**config.mk**
```make
export PLATFORM = sky130hd
export DESIGN_NAME = ghost_row_fetcher
export DESIGN_NICKNAME = d
export VERILOG_FILES = /design/src/rtl/ghost_row_fetcher.sv
export SDC_FILE = /design/constraint.sdc
export NUM_CORES = 1
export LEC_CHECK = 0
export CORE_ASPECT_RATIO = 0.5
export CORE_MARGIN = 1
export CORE_UTILIZATION = 50
export CTS_CLUSTER_DIAMETER = 200
export DETAILED_ROUTE_END_ITERATION = 8
export DONT_BUFFER_PORTS = 1
export GPL_ROUTABILITY_DRIVEN = 1
export PLACE_DENSITY_LB_ADDON = 0.25
export SLEW_MARGIN = 20
export SYNTH_ARGS = -nofsm -noshare
export SYNTH_HDL_FRONTEND = slang
export SYNTH_SLANG_ARGS = --single-unit
```
**constraint.sdc**
```tcl
create_clock -name clk_i -period 29.4 [get_ports clk_i]
set_clock_uncertainty 0.15 [all_clocks]
set_input_delay 5.88 -clock clk_i [delete_from_list [all_inputs] [get_ports clk_i]]
set_output_delay 5.88 -clock clk_i [all_outputs]
set_load 0.02 [all_outputs]
```
**src/rtl/ghost_row_fetcher.sv**
```systemverilog
// Shares one synchronous sprite ROM among four ghosts: fetches next-line sprite rows into a
// shadow buffer during blanking, swaps to an active buffer on line start, and drives pixel colour.
module ghost_row_fetcher (
    input  logic        clk_i,
    input  logic        rst_ni,
    input  logic        fetch_start_i,
    input  logic [8:0]  fetch_line_i,
    input  logic        line_start_i,
    input  logic [8:0]  x_red_i,
    input  logic [8:0]  x_pink_i,
    input  logic [8:0]  x_blue_i,
    input  logic [8:0]  x_yellow_i,
    input  logic [8:0]  y_red_i,
    input  logic [8:0]  y_pink_i,
    input  logic [8:0]  y_blue_i,
    input  logic [8:0]  y_yellow_i,
    output logic        rom_en_o,
    output logic [7:0]  rom_addr_o,
    input  logic [11:0] rom_data_i,
    input  logic [7:0]  sx_i,
    output logic [3:0]  r_o,
    output logic [3:0]  g_o,
    output logic [3:0]  b_o,
    output logic        hit_o,
    output logic        busy_o,
    output logic        done_o,
    output logic        overrun_o
);

    localparam int unsigned NGHOST   = 4;
    localparam int unsigned SPRITE_W = 8;
    localparam int unsigned COLOR_W  = 12;
    localparam int unsigned POS_W    = 9;
    localparam int unsigned SUM_W    = POS_W + 1;
    localparam int unsigned COL_W    = 3;
    localparam int unsigned ROW_W    = 3;
    localparam int unsigned ID_W     = 2;
    localparam int unsigned ADDR_W   = ID_W + ROW_W + COL_W;

    localparam logic [COLOR_W-1:0] TRANSPARENT = '0;
    localparam logic [ID_W-1:0]    LAST_G      = ID_W'(NGHOST - 1);
    localparam logic [COL_W-1:0]   LAST_COL    = COL_W'(SPRITE_W - 1);

    localparam logic [2:0] S_IDLE  = 3'd0;
    localparam logic [2:0] S_CHECK = 3'd1;
    localparam logic [2:0] S_READ  = 3'd2;
    localparam logic [2:0] S_WAIT  = 3'd3;
    localparam logic [2:0] S_DONE  = 3'd4;

    logic [2:0]        state_q, state_d;
    logic [ID_W-1:0]   g_q, g_d;
    logic [ROW_W-1:0]  row_q, row_d;
    logic [COL_W-1:0]  col_q, col_d;
    logic              rom_en_q, rom_en_d;
    logic [ADDR_W-1:0] rom_addr_q, rom_addr_d;
    logic              busy_q, busy_d;
    logic              done_q, done_d;
    logic              rd_vld_q;
    logic [ID_W-1:0]   rd_g_q;
    logic [COL_W-1:0]  rd_col_q;
    logic              overrun_q;
    logic [COLOR_W-1:0] rgb_q, rgb_d;
    logic              hit_q, hit_d;

    logic [POS_W-1:0]                     line_q;
    logic [NGHOST-1:0][POS_W-1:0]         x_snap_q, y_snap_q;
    logic [NGHOST-1:0]                    sh_vis_q, act_vis_q;
    logic [NGHOST-1:0][POS_W-1:0]         sh_x_q, act_x_q;
    logic [NGHOST-1:0][SPRITE_W-1:0][COLOR_W-1:0] sh_pix_q, act_pix_q;

    logic [POS_W-1:0]             y_cur_c;
    logic                         vis_c;
    logic [NGHOST-1:0]            in_c;
    logic [NGHOST-1:0][COL_W-1:0] col_c;

    // Current ghost covers the fetched line; 10-bit sum so y near 511 never wraps.
    assign y_cur_c = y_snap_q[g_q];
    assign vis_c   = ({1'b0, line_q} >= {1'b0, y_cur_c}) &&
                     ({1'b0, line_q} < ({1'b0, y_cur_c} + SUM_W'(SPRITE_W)));

    always_comb begin
        state_d = state_q;
        g_d     = g_q;
        row_d   = row_q;
        col_d   = col_q;
        case (state_q)
            S_IDLE: begin
                if (fetch_start_i) begin
                    state_d = S_CHECK;
                    g_d     = '0;
                end
            end
            S_CHECK: begin
                if (vis_c) begin
                    state_d = S_READ;
                    row_d   = line_q[ROW_W-1:0] - y_cur_c[ROW_W-1:0];
                    col_d   = '0;
                end else if (g_q == LAST_G) begin
                    state_d = S_DONE;
                end else begin
                    g_d = g_q + ID_W'(1);
                end
            end
            S_READ: begin
                if (col_q == LAST_COL) state_d = S_WAIT;
                else                   col_d   = col_q + COL_W'(1);
            end
            S_WAIT: begin
                if (g_q == LAST_G) begin
                    state_d = S_DONE;
                end else begin
                    state_d = S_CHECK;
                    g_d     = g_q + ID_W'(1);
                end
            end
            S_DONE:  state_d = S_IDLE;
            default: state_d = S_IDLE;
        endcase
        rom_en_d   = (state_d == S_READ);
        rom_addr_d = rom_en_d ? {g_d, row_d, col_d} : rom_addr_q;
        busy_d     = (state_d != S_IDLE);
        done_d     = (state_d == S_DONE);
    end

    // Pixel hit test per ghost; low column bits of the difference select the sprite pixel.
    for (genvar gi = 0; gi < NGHOST; gi++) begin : g_px
        assign in_c[gi]  = act_vis_q[gi] &&
                           ({2'b0, sx_i} >= {1'b0, act_x_q[gi]}) &&
                           ({2'b0, sx_i} < ({1'b0, act_x_q[gi]} + SUM_W'(SPRITE_W)));
        assign col_c[gi] = sx_i[COL_W-1:0] - act_x_q[gi][COL_W-1:0];
    end

    always_comb begin
        rgb_d = '0;
        hit_d = 1'b0;
        for (int i = 0; i < NGHOST; i++) begin
            if (!hit_d && in_c[i] && (act_pix_q[i][col_c[i]] != TRANSPARENT)) begin
                rgb_d = act_pix_q[i][col_c[i]];
                hit_d = 1'b1;
            end
        end
    end

    always_ff @(posedge clk_i or negedge rst_ni) begin
        if (!rst_ni) begin
            state_q    <= S_IDLE;
            g_q        <= '0;
            row_q      <= '0;
            col_q      <= '0;
            rom_en_q   <= 1'b0;
            rom_addr_q <= '0;
            busy_q     <= 1'b0;
            done_q     <= 1'b0;
            rd_vld_q   <= 1'b0;
            sh_vis_q   <= '0;
            act_vis_q  <= '0;
            overrun_q  <= 1'b0;
            rgb_q      <= '0;
            hit_q      <= 1'b0;
        end else begin
            state_q    <= state_d;
            g_q        <= g_d;
            row_q      <= row_d;
            col_q      <= col_d;
            rom_en_q   <= rom_en_d;
            rom_addr_q <= rom_addr_d;
            busy_q     <= busy_d;
            done_q     <= done_d;
            rd_vld_q   <= rom_en_q;
            rgb_q      <= rgb_d;
            hit_q      <= hit_d;
            if (state_q == S_CHECK) sh_vis_q[g_q] <= vis_c;
            // A swap during a fetch would expose a half-built row, so the line goes blank instead.
            if (line_start_i) begin
                if (busy_q) begin
                    act_vis_q <= '0;
                    overrun_q <= 1'b1;
                end else begin
                    act_vis_q <= sh_vis_q;
                end
            end
        end
    end

    // Payload storage carries no reset; it is only observed through the visible bits.
    always_ff @(posedge clk_i) begin
        if (fetch_start_i && (state_q == S_IDLE)) begin
            line_q   <= fetch_line_i;
            x_snap_q <= {x_yellow_i, x_blue_i, x_pink_i, x_red_i};
            y_snap_q <= {y_yellow_i, y_blue_i, y_pink_i, y_red_i};
        end
        if ((state_q == S_CHECK) && vis_c) sh_x_q[g_q] <= x_snap_q[g_q];
        rd_g_q   <= rom_addr_q[ADDR_W-1 -: ID_W];
        rd_col_q <= rom_addr_q[COL_W-1:0];
        if (rd_vld_q) sh_pix_q[rd_g_q][rd_col_q] <= rom_data_i;
        if (line_start_i && !busy_q) begin
            act_x_q   <= sh_x_q;
            act_pix_q <= sh_pix_q;
        end
    end

    assign rom_en_o   = rom_en_q;
    assign rom_addr_o = rom_addr_q;
    assign r_o        = rgb_q[11:8];
    assign g_o        = rgb_q[7:4];
    assign b_o        = rgb_q[3:0];
    assign hit_o      = hit_q;
    assign busy_o     = busy_q;
    assign done_o     = done_q;
    assign overrun_o  = overrun_q;

endmodule
```
==> run summary <==
Postcts setup bufs = 0
Leakage = 0.0131 µW
Worst setup path class = in2reg
Seq/Total Area, Yosys = 81.4%
Inst Count DP = 2584
Most instantiated cells after synthesis = 921 x edfxtp_1, 109 x mux4_2, 73 x ha_1
YS warnings = 0
Share of cells above drive strength 1 = 16.7%
Longest Clk Path Bufs = 3
Peak supply drop = 0.0634 mV
TritonCTS Sinks = 971
Type of the most critical hold path = reg2reg
Placed cell area = 0.0368 mm²
Final count of negative-setup-slack endpoints = 0
Router iterations before antenna repair = 4
Initial core utilization = 51.0%
Syn_area_per_cell = 21.7 µm²
Total gr overflow = 0
Critical Path Start = sx_i[0]
Crit-path max FO = 26
Fmax achieved = 103 MHz
Chip width = 379 µm
Worst setup path end = rgb_q[3]$_DFF_PN0_
Slowest stage cell, crit path = fa_2
EDFF count, synth = 921
R2R cell count = 10
CTS tree = done
Port bufs = 0
CP bufs+invs = 2
DIE HEIGHT = 190 µm
Ys flop type = edfxtp_1
Crit path max-delay family = simple AND/OR/NAND/NOR gates
Max transition margin = 27.4%
Post-Synthesis Cells = 1638
Area of the multi-input gates = 0.00616 mm²
CP max stage delay = 0.96 ns
HPWL after DPL = 46200 µm
Largest net degree at the start of global routing = 190
Ys async rst share = 4.63%
H-tree depth = 3
Final hold violation count = 0
Final WS setup = 19.70 ns
CP Data Arrival Time = 10.10 ns
Clock transition at path regs = 0.07 ns
Placement Setup Slack = 19.09 ns
Worst path depth = 11
Power density relative to cell area = 86.6 mW/mm²
GPL Wtd Cong = 0.876
Worst-Skew Late Latency = 0.63 ns
Worst R2R End = rgb_q[3]$_DFF_PN0_
Ports = 130
Uppermost routed layer = met4
Final Cell Area = 0.0395 mm²
First-pass GRT wire length = 103000 µm
# hold bufs at CTS = 0
Layout fillers = 5106
Die area = 0.0721 mm²
DR DRC count = 0
NumNets Final = 1908
Unrepaired setup endpoints after global routing = false
Synth Cell Area = 0.0355 mm²
Share of the synthesized area in the top cell type = 78.0%
Status = finished, final reports clean
Biggest area consumer among synthesized cells = edfxtp_1
Core box area = 0.0696 mm²
Routed length on met3 = 6100 µm
Final ANT Viol Nets = 0
Iter 0 DRT Violations = 1611
CTS buffer count = 84
Overall routed net length = 72000 µm
Root buffer cell = clkbuf_16
Syn Nets = 1821
Tmin final = 9.70 ns
Vias in the first global route = 15.6k
Vias post-DR = 15.5k
M1 WL = 30500 µm
Cell Rows = 68
Setup TNS = 0 ns
Total of max-cap violations = 0
Overall Global Routing Usage = 20.4%
Max-slew violations = 0
P&R area growth vs syn = 11.5%
FF-to-FF setup slack = 24.76 ns
Distinct cells, synth = 64
Yosys reg bits = 971
Final cycle utilization of the critical path = 33.0%
Count leader, synth = edfxtp_1
Largest cells by area after synthesis = edfxtp_1 78%, mux4_2 6.9%, dfrtp_1 3.2%
Endpoint class of the critical path = register
RR Startpoint = act_x_q[0]$_DFFE_PP_
Initial antenna violation count = 2
Cell Chain, Critical Path = inv_1, ha_2, inv_1, fa_2, mux4_2, nor4_1, nand3_1, a21oi_1, or4_1, nand3b_1, o22ai_2
Worst slew pin tran = 1.09 ns
Post-CTS sizing = 0
Avg WL per Cell = 26.3 µm
Register area = 0.0289 mm²
Final Non-Filler Cells = 2739
Startpoint Class = primary input
Power, Total = 3420 µW
Most frequent CP cell = inv_1
Worst EP required = 29.80 ns
Avg Vias per Cell = 5.64
Met2 WL post-DR = 33900 µm
-- per-layer routing --
metal  global-route usage, %  up-vias
met5                       0        -
li1                        -     6809
met1                    28.1     7976
met3                    5.55      102
met4                    5.73        0
met2                    32.1      569
-- worst min path at each step --
stage / end / slack, ns / from / cells after the start
2_1_floorplan: act_pix_q[0]$_DFFE_PP_ / 0.25 / sh_pix_q[0]$_DFFE_PP_ / 0
3_3_place_gp: act_pix_q[88]$_DFFE_PP_ / 0.25 / sh_pix_q[88]$_DFFE_PP_ / 0
3_5_place_dp: act_pix_q[0]$_DFFE_PP_ / 0.25 / sh_pix_q[0]$_DFFE_PP_ / 0
4_1_cts: act_pix_q[252]$_DFFE_PP_ / 0.26 / sh_pix_q[252]$_DFFE_PP_ / 0
5_1_grt: act_pix_q[240]$_DFFE_PP_ / 0.27 / sh_pix_q[240]$_DFFE_PP_ / 0
6_report: act_pix_q[252]$_DFFE_PP_ / 0.26 / sh_pix_q[252]$_DFFE_PP_ / 0
-- metrics by stage --
stage | hold slack (ns) | util [%]
6_report | 0.257 | 56.8
5_1_grt | 0.267 | 56.8
4_1_cts | 0.256 | 56.8
3_5_place_dp | 0.255 | 52.9
3_3_place_gp | 0.250 | 52.9
2_1_floorplan | 0.250 | -
-- flip-flops by register name (all words and copies together), names as in the netlist, 9 cells and up --
name / cells
x_snap_q: 36
act_x_q: 36
line_q: 9
y_snap_q: 36
sh_pix_q: 384
sh_x_q: 36
act_pix_q: 384
rgb_q: 12
-- power by group --
| part | switching, µW | total (µW) | internal (µW) |
|---|---|---|---|
| registers | 74.4 | 1770 | 1700 |
| clock network | 480 | 1090 | 612 |
| logic | 342 | 557 | 215 |
| total | 897 | 3420 | 2530 |
-- layout make-up --
cell class	instances	area share [%]
flip-flops and latches	971	73.0
well taps	945	2.99
multi-input cells	555	15.6
repair buffers	44	0.867
inverters	69	0.655
clock buffers	109	5.77
clock inverters	45	1.09
diodes	1	0.00633
-- cells in the final DEF, fill, tap and decap left out, types with 12 or more instances in the layout --
master     synthesis  final
mux2i_1           44     44
nand3_1           23     23
clkbuf_16          0     87
a211oi_1          12     12
mux4_2           109    109
inv_1             69     69
nor4_1            15     15
clkinv_1           0     18
nor2_1            57     55
a21oi_1           17     17
o21ai_0           16     16
dfrtp_1           45     45
clkbuf_1          21     20
buf_4              1     43
xnor2_1           19     18
edfxtp_1         921    921
nand2_1           14     14
ha_1              73     71
-- kinds of logic (layout without fill, tap and decap cells) --
family	after synthesis	count (layout)	synth area share, %
DFF	971	971	81.4
muxes	166	166	8.79
and+or+nand+nor	166	166	2.41
AOI/OAI and AO/OA	123	123	2.61
buffers and inverters	112	267	1.36
adders and majority gates	78	78	2.86
xor gates and xnor gates	22	22	0.543
other	0	1	0
Note: power is estimated with default switching activity, not from simulation.
==> edit 1: new RTL, config.mk and constraints unchanged <==
Register the outputs `r_o`, `g_o` and `b_o`, cleared by the reset; this adds one clock of latency there. The other outputs are not delayed to match.
--- a/src/rtl/ghost_row_fetcher.sv
+++ b/src/rtl/ghost_row_fetcher.sv
@@ -201,9 +201,17 @@
 
     assign rom_en_o   = rom_en_q;
     assign rom_addr_o = rom_addr_q;
-    assign r_o        = rgb_q[11:8];
-    assign g_o        = rgb_q[7:4];
-    assign b_o        = rgb_q[3:0];
+    always_ff @(posedge clk_i or negedge rst_ni) begin
+        if (!rst_ni) begin
+            r_o <= '0;
+            g_o <= '0;
+            b_o <= '0;
+        end else begin
+            r_o <= rgb_q[11:8];
+            g_o <= rgb_q[7:4];
+            b_o <= rgb_q[3:0];
+        end
+    end
     assign hit_o      = hit_q;
     assign busy_o     = busy_q;
     assign done_o     = done_q;
Function: same outputs for any inputs over 4 cycles, from zero or initial values and one cycle with rst_ni low; that may be too few to reach the edited logic, so the function may still have changed.
==> edit 1 against the unedited design <==
- via count increased by 1.6%
- final area increased by 1.8%
- first-iteration DRC count decreased by 0.25%
- total power increased by 1.8%
- sequential cell count increased by 12
- global-route usage decreased by 1.2 points
- synthesized area increased by 1.4%
- hold slack got worse by 0.011 ns
- highest routed layer unchanged
- setup slack improved by 0.51 ns
- wire length decreased by 3.5%
- register-to-register slack got worse by 0.25 ns
==> edit 1: results (changes against the unedited design) <==
[detailed_routing]
first_pass_iters=5  ; +1
met2_length_um=32180  ; -5.1%
routedWlPerCell_um=24.45  ; -6.9%
drtIter0Drc=1607  ; -0.25%
via_count=15700  ; +1.6%

[placement]
dp_slack_ns=19.31  ; +0.2211 ns
gp_congestion=0.8575  ; -2.1%
hpwlAfterDp_um=44070  ; -4.5%
place_area_um2=37310  ; +1.3%

[final_layout]
nClkBuffers=106  ; -2.8%
instances_no_fill=2839  ; +3.7%
diodes=2  ; +1
drive_above_1_share_pct=16.76  ; +0.033 points
clkCellAreaFrac_pct=7.246  ; +0.39 points
finalNetCount=1992  ; +4.4%
buffers=53  ; +20%
seq_cell_count=983  ; +1.2%
seq_area_um2=29180  ; +1.0%
nMultiInputCombCells=626  ; +13%
fillers=5161  ; +1.1%
multi_input_area_um2=6314  ; +2.5%

[sta]
finalCritPeriodShare_pct=31.24  ; -1.7 points
worstMarginPinSlew_ns=1.108  ; +0.02204 ns
whs_ns=0.2462  ; -0.01133 ns

[synth]
synth_area_leaders=edfxtp_1, mux4_2, dfrtp_1, ha_1, mux4_1
synth_top_area_share_pct=76.92  ; -1.1 points
synth.distinct_cells=72  ; +13%
muxShareOfSynthArea_pct=8.069  ; -0.72 points
ys_top_cells_by_count=edfxtp_1, mux4_2, nand2_1, ha_1, nor2_1
synth_xor_xnor_area_share_pct=0.5846  ; +0.041 points
synth.avg_cell_area_um2=20.97  ; -3.2%
synthAdderAreaFrac_pct=2.819  ; -0.039 points
synth-async-reset-ratio_pct=5.799  ; +1.2 points
yosysSeqAreaShare_pct=81.16  ; -0.27 points
syn_nets=1898  ; +4.2%

[hold_path]
hp-start=rgb_q[4]
hold-path-endpoint=g_o[0]

[power_and_ir_drop]
p_sw_mw=0.8875  ; -1.0%
ir_worst_vdd_mv=0.05898  ; -6.9%
p_leak_nw=13.55  ; +3.3%

[global_routing]
antenna_found_initial=5  ; +3
grtUsageTotal_pct=19.17  ; -1.2 points
met3_usage_pct=5.138  ; -0.41 points
use_met2_pct=29.68  ; -2.4 points
grt_max_degree=87  ; -54%
met1_usage_pct=27.24  ; -0.91 points

[critical_path]
r2r-end=sh_x_q[14]
path_max_fanout=25  ; -3.8%
slowest_stage=nor4_1
cp.arrival_ns=9.58  ; -0.52 ns
critical-path-max-stage-delay_ns=0.57  ; -0.39 ns
r2r-start=g_q[0]

[status]
status=finished, final reports clean

[floorplanning]
die_w_um=381.2  ; +0.68%

## edit 1: cell count changes in the layout (fill, tap and decap cells not counted), moves of 9 or more
cell	before	now
inv_1	69	60
and3_1	1	10
nand2_1	14	74
nor2_1	55	69
dfrtp_1	45	56
mux2i_1	44	21
buf_4	43	52
a21oi_1	17	26
o221a_1	9	0
clkinv_2	10	19
## edit 1: power by group through the flow
| stage | registers, mW | logic (mW) | clock network (mW) |
|---|---|---|---|
| finish | 1.79 | 0.537 | 1.16 |
| global route | 1.80 | 0.591 | 1.23 |
| CTS | 1.79 | 0.545 | 1.18 |
| detailed placement | 1.82 | 0.543 | 0 |
| global placement | 1.82 | 0.536 | 0 |
| floorplan | 1.86 | 0.400 | 0 |
## edit 1: worst max-delay path: cells and delay by family
kind	cells	cell delay (ns)
compound gates	3	0.66
buf+inv	3	0.55
simple gates	4	1.37
mux	1	0.38
fa+ha+maj	2	0.69
==> edit 2: new RTL, config.mk and constraints unchanged <==
Without the edit above. Change the localparam `SPRITE_W` from 8 to 12.
--- a/src/rtl/ghost_row_fetcher.sv
+++ b/src/rtl/ghost_row_fetcher.sv
@@ -28,7 +28,7 @@
 );
 
     localparam int unsigned NGHOST   = 4;
-    localparam int unsigned SPRITE_W = 8;
+    localparam int unsigned SPRITE_W = 12;
     localparam int unsigned COLOR_W  = 12;
     localparam int unsigned POS_W    = 9;
     localparam int unsigned SUM_W    = POS_W + 1;
Formal check against the unedited RTL: not equivalent (Yosys sat finds a counterexample within 4 cycles, from zero or initial values and one cycle with rst_ni low).
==> edit 2 against the unedited design <==
- sequential cell count unchanged
- setup slack better by 0.24 ns
- largest power group unchanged
- final area up 1.7%
- non-clock buffer count down 2
- synthesized area up 1.7%
- wire length up 0.24%
- critical path depth up 1
- combinational power up 4.3%
- total power up 1.8%
- count of clock-buffer cells in the layout up 1
- synthesized cell count up 6.0%
==> edit 2: results (changes against the unedited design) <==
[status]
status=finished, final reports clean

[detailed_routing]
first_pass_iters=5  ; +1
viasPerCell=5.721  ; +1.4%
routed_wl_um=72140  ; +0.24%
drtIter0Drc=1739  ; +7.9%
routedWlPerCell_um=25.36  ; -3.5%

[critical_path]
reg2reg_depth=12  ; +2
critical-path-max-stage-delay_ns=0.82  ; -0.14 ns
cp.arrival_ns=9.81  ; -0.29 ns
r2r-end=sh_x_q[28]
slowest_stage=nor3_1
critPathTopFamily=simple AND/OR/NAND/NOR gates
path_max_fanout=24  ; -7.7%
reg2reg_setup_slack_ns=24.44  ; -0.32 ns
r2r-start=g_q[0]

[clock_network]
insertion_delay_ns=0.64
numCtsBuffers=83  ; -1.2%

[global_routing]
grt_pass1_wl_um=105100  ; +1.7%
grt_pass1_vias=15970  ; +2.1%
grtUsageTotal_pct=19.98  ; -0.38 points
grt_max_degree=194  ; +2.1%

[placement]
place_area_um2=37410  ; +1.6%
gp_congestion=0.8470  ; -3.3%
hpwlAfterDp_um=45720  ; -0.99%
place_inst=2689  ; +4.1%

[hold_path]
hold_path.class=reg -> reg
hold-path-endpoint=act_pix_q[365]
hp-start=sh_pix_q[365]

[power_and_ir_drop]
ir_worst_vdd_mv=0.06754  ; +6.6%
p_leak_nw=13.39  ; +2.1%

[synth]
ys_top_cells_by_count=edfxtp_1, mux4_2, ha_1, nor2_1, mux2i_1
synth.distinct_cells=68  ; +6.3%
synth_edf_count=921  ; unchanged
synth.avg_cell_area_um2=20.76  ; -4.1%

[final_layout]
drive_above_1_share_pct=16.80  ; +0.067 points
fillers=5254  ; +2.9%
finalNetCount=2004  ; +5.0%
diodes=0  ; -1

[sta]
maxSlewHeadroom_pct=23.45  ; -3.9 points

[edit 2: layer usage]
layer | GRT usage, % | share of wire (%)
met4 | 5.708 | 2.4
met5 | 0 | 0.018
met3 | 4.777 | 7.5
met2 | 30.77 | 46
met1 | 28.68 | 44
[edit 2: area by class of cell]
class,count,share of cell area (%)
well taps,958,2.980
multi-input cells,664,16.94
inverters,54,0.5040
flip-flops and latches,971,71.82
clock buffers,110,5.728
clock inverters,46,1.204
repair buffers,42,0.8244
[edit 2: logic make-up (layout without fill, tap and decap cells)]
group | count (synthesis) | after routing | synth area share, %
AOI/OAI and AO/OA | 151 | 151 | 2.873
xor gates and xnor gates | 27 | 27 | 0.6557
adders and majority gates | 83 | 83 | 2.984
buffers and inverters | 102 | 252 | 1.318
DFF | 971 | 971 | 80.09
muxes | 181 | 181 | 8.819
and+or+nand+nor | 222 | 222 | 3.265
[edit 2: how the worst max path moves through the flow]
stage,to,slack (ns),start
3_3_place_gp,rgb_q[5],18.94,sx_i[0]
3_5_place_dp,rgb_q[7],19.23,sx_i[0]
2_1_floorplan,act_pix_q[0],3.49,line_start_i
5_1_grt,rgb_q[1],19.82,sx_i[0]
4_1_cts,rgb_q[1],19.92,sx_i[0]
6_report,rgb_q[1],19.94,sx_i[0]
[edit 2: power by group]
group          total (mW)  internal (mW)  switching, mW
Sequential           1.79           1.70         0.0851
Clock                1.12          0.635          0.480
Combinational       0.581          0.235          0.347
[edit 2: through the flow]
stage	power (mW)	utilization [%]	hold slack, ns	worst slack [ns]
6_report	3.484	56.53	0.2598	19.94
5_1_grt	3.620	56.53	0.2583	19.82
4_1_cts	3.513	56.51	0.2535	19.92
3_3_place_gp	2.391	52.56	0.2502	18.94
3_5_place_dp	2.400	52.59	0.2545	19.23
2_1_floorplan	2.287	-	0.2503	3.489
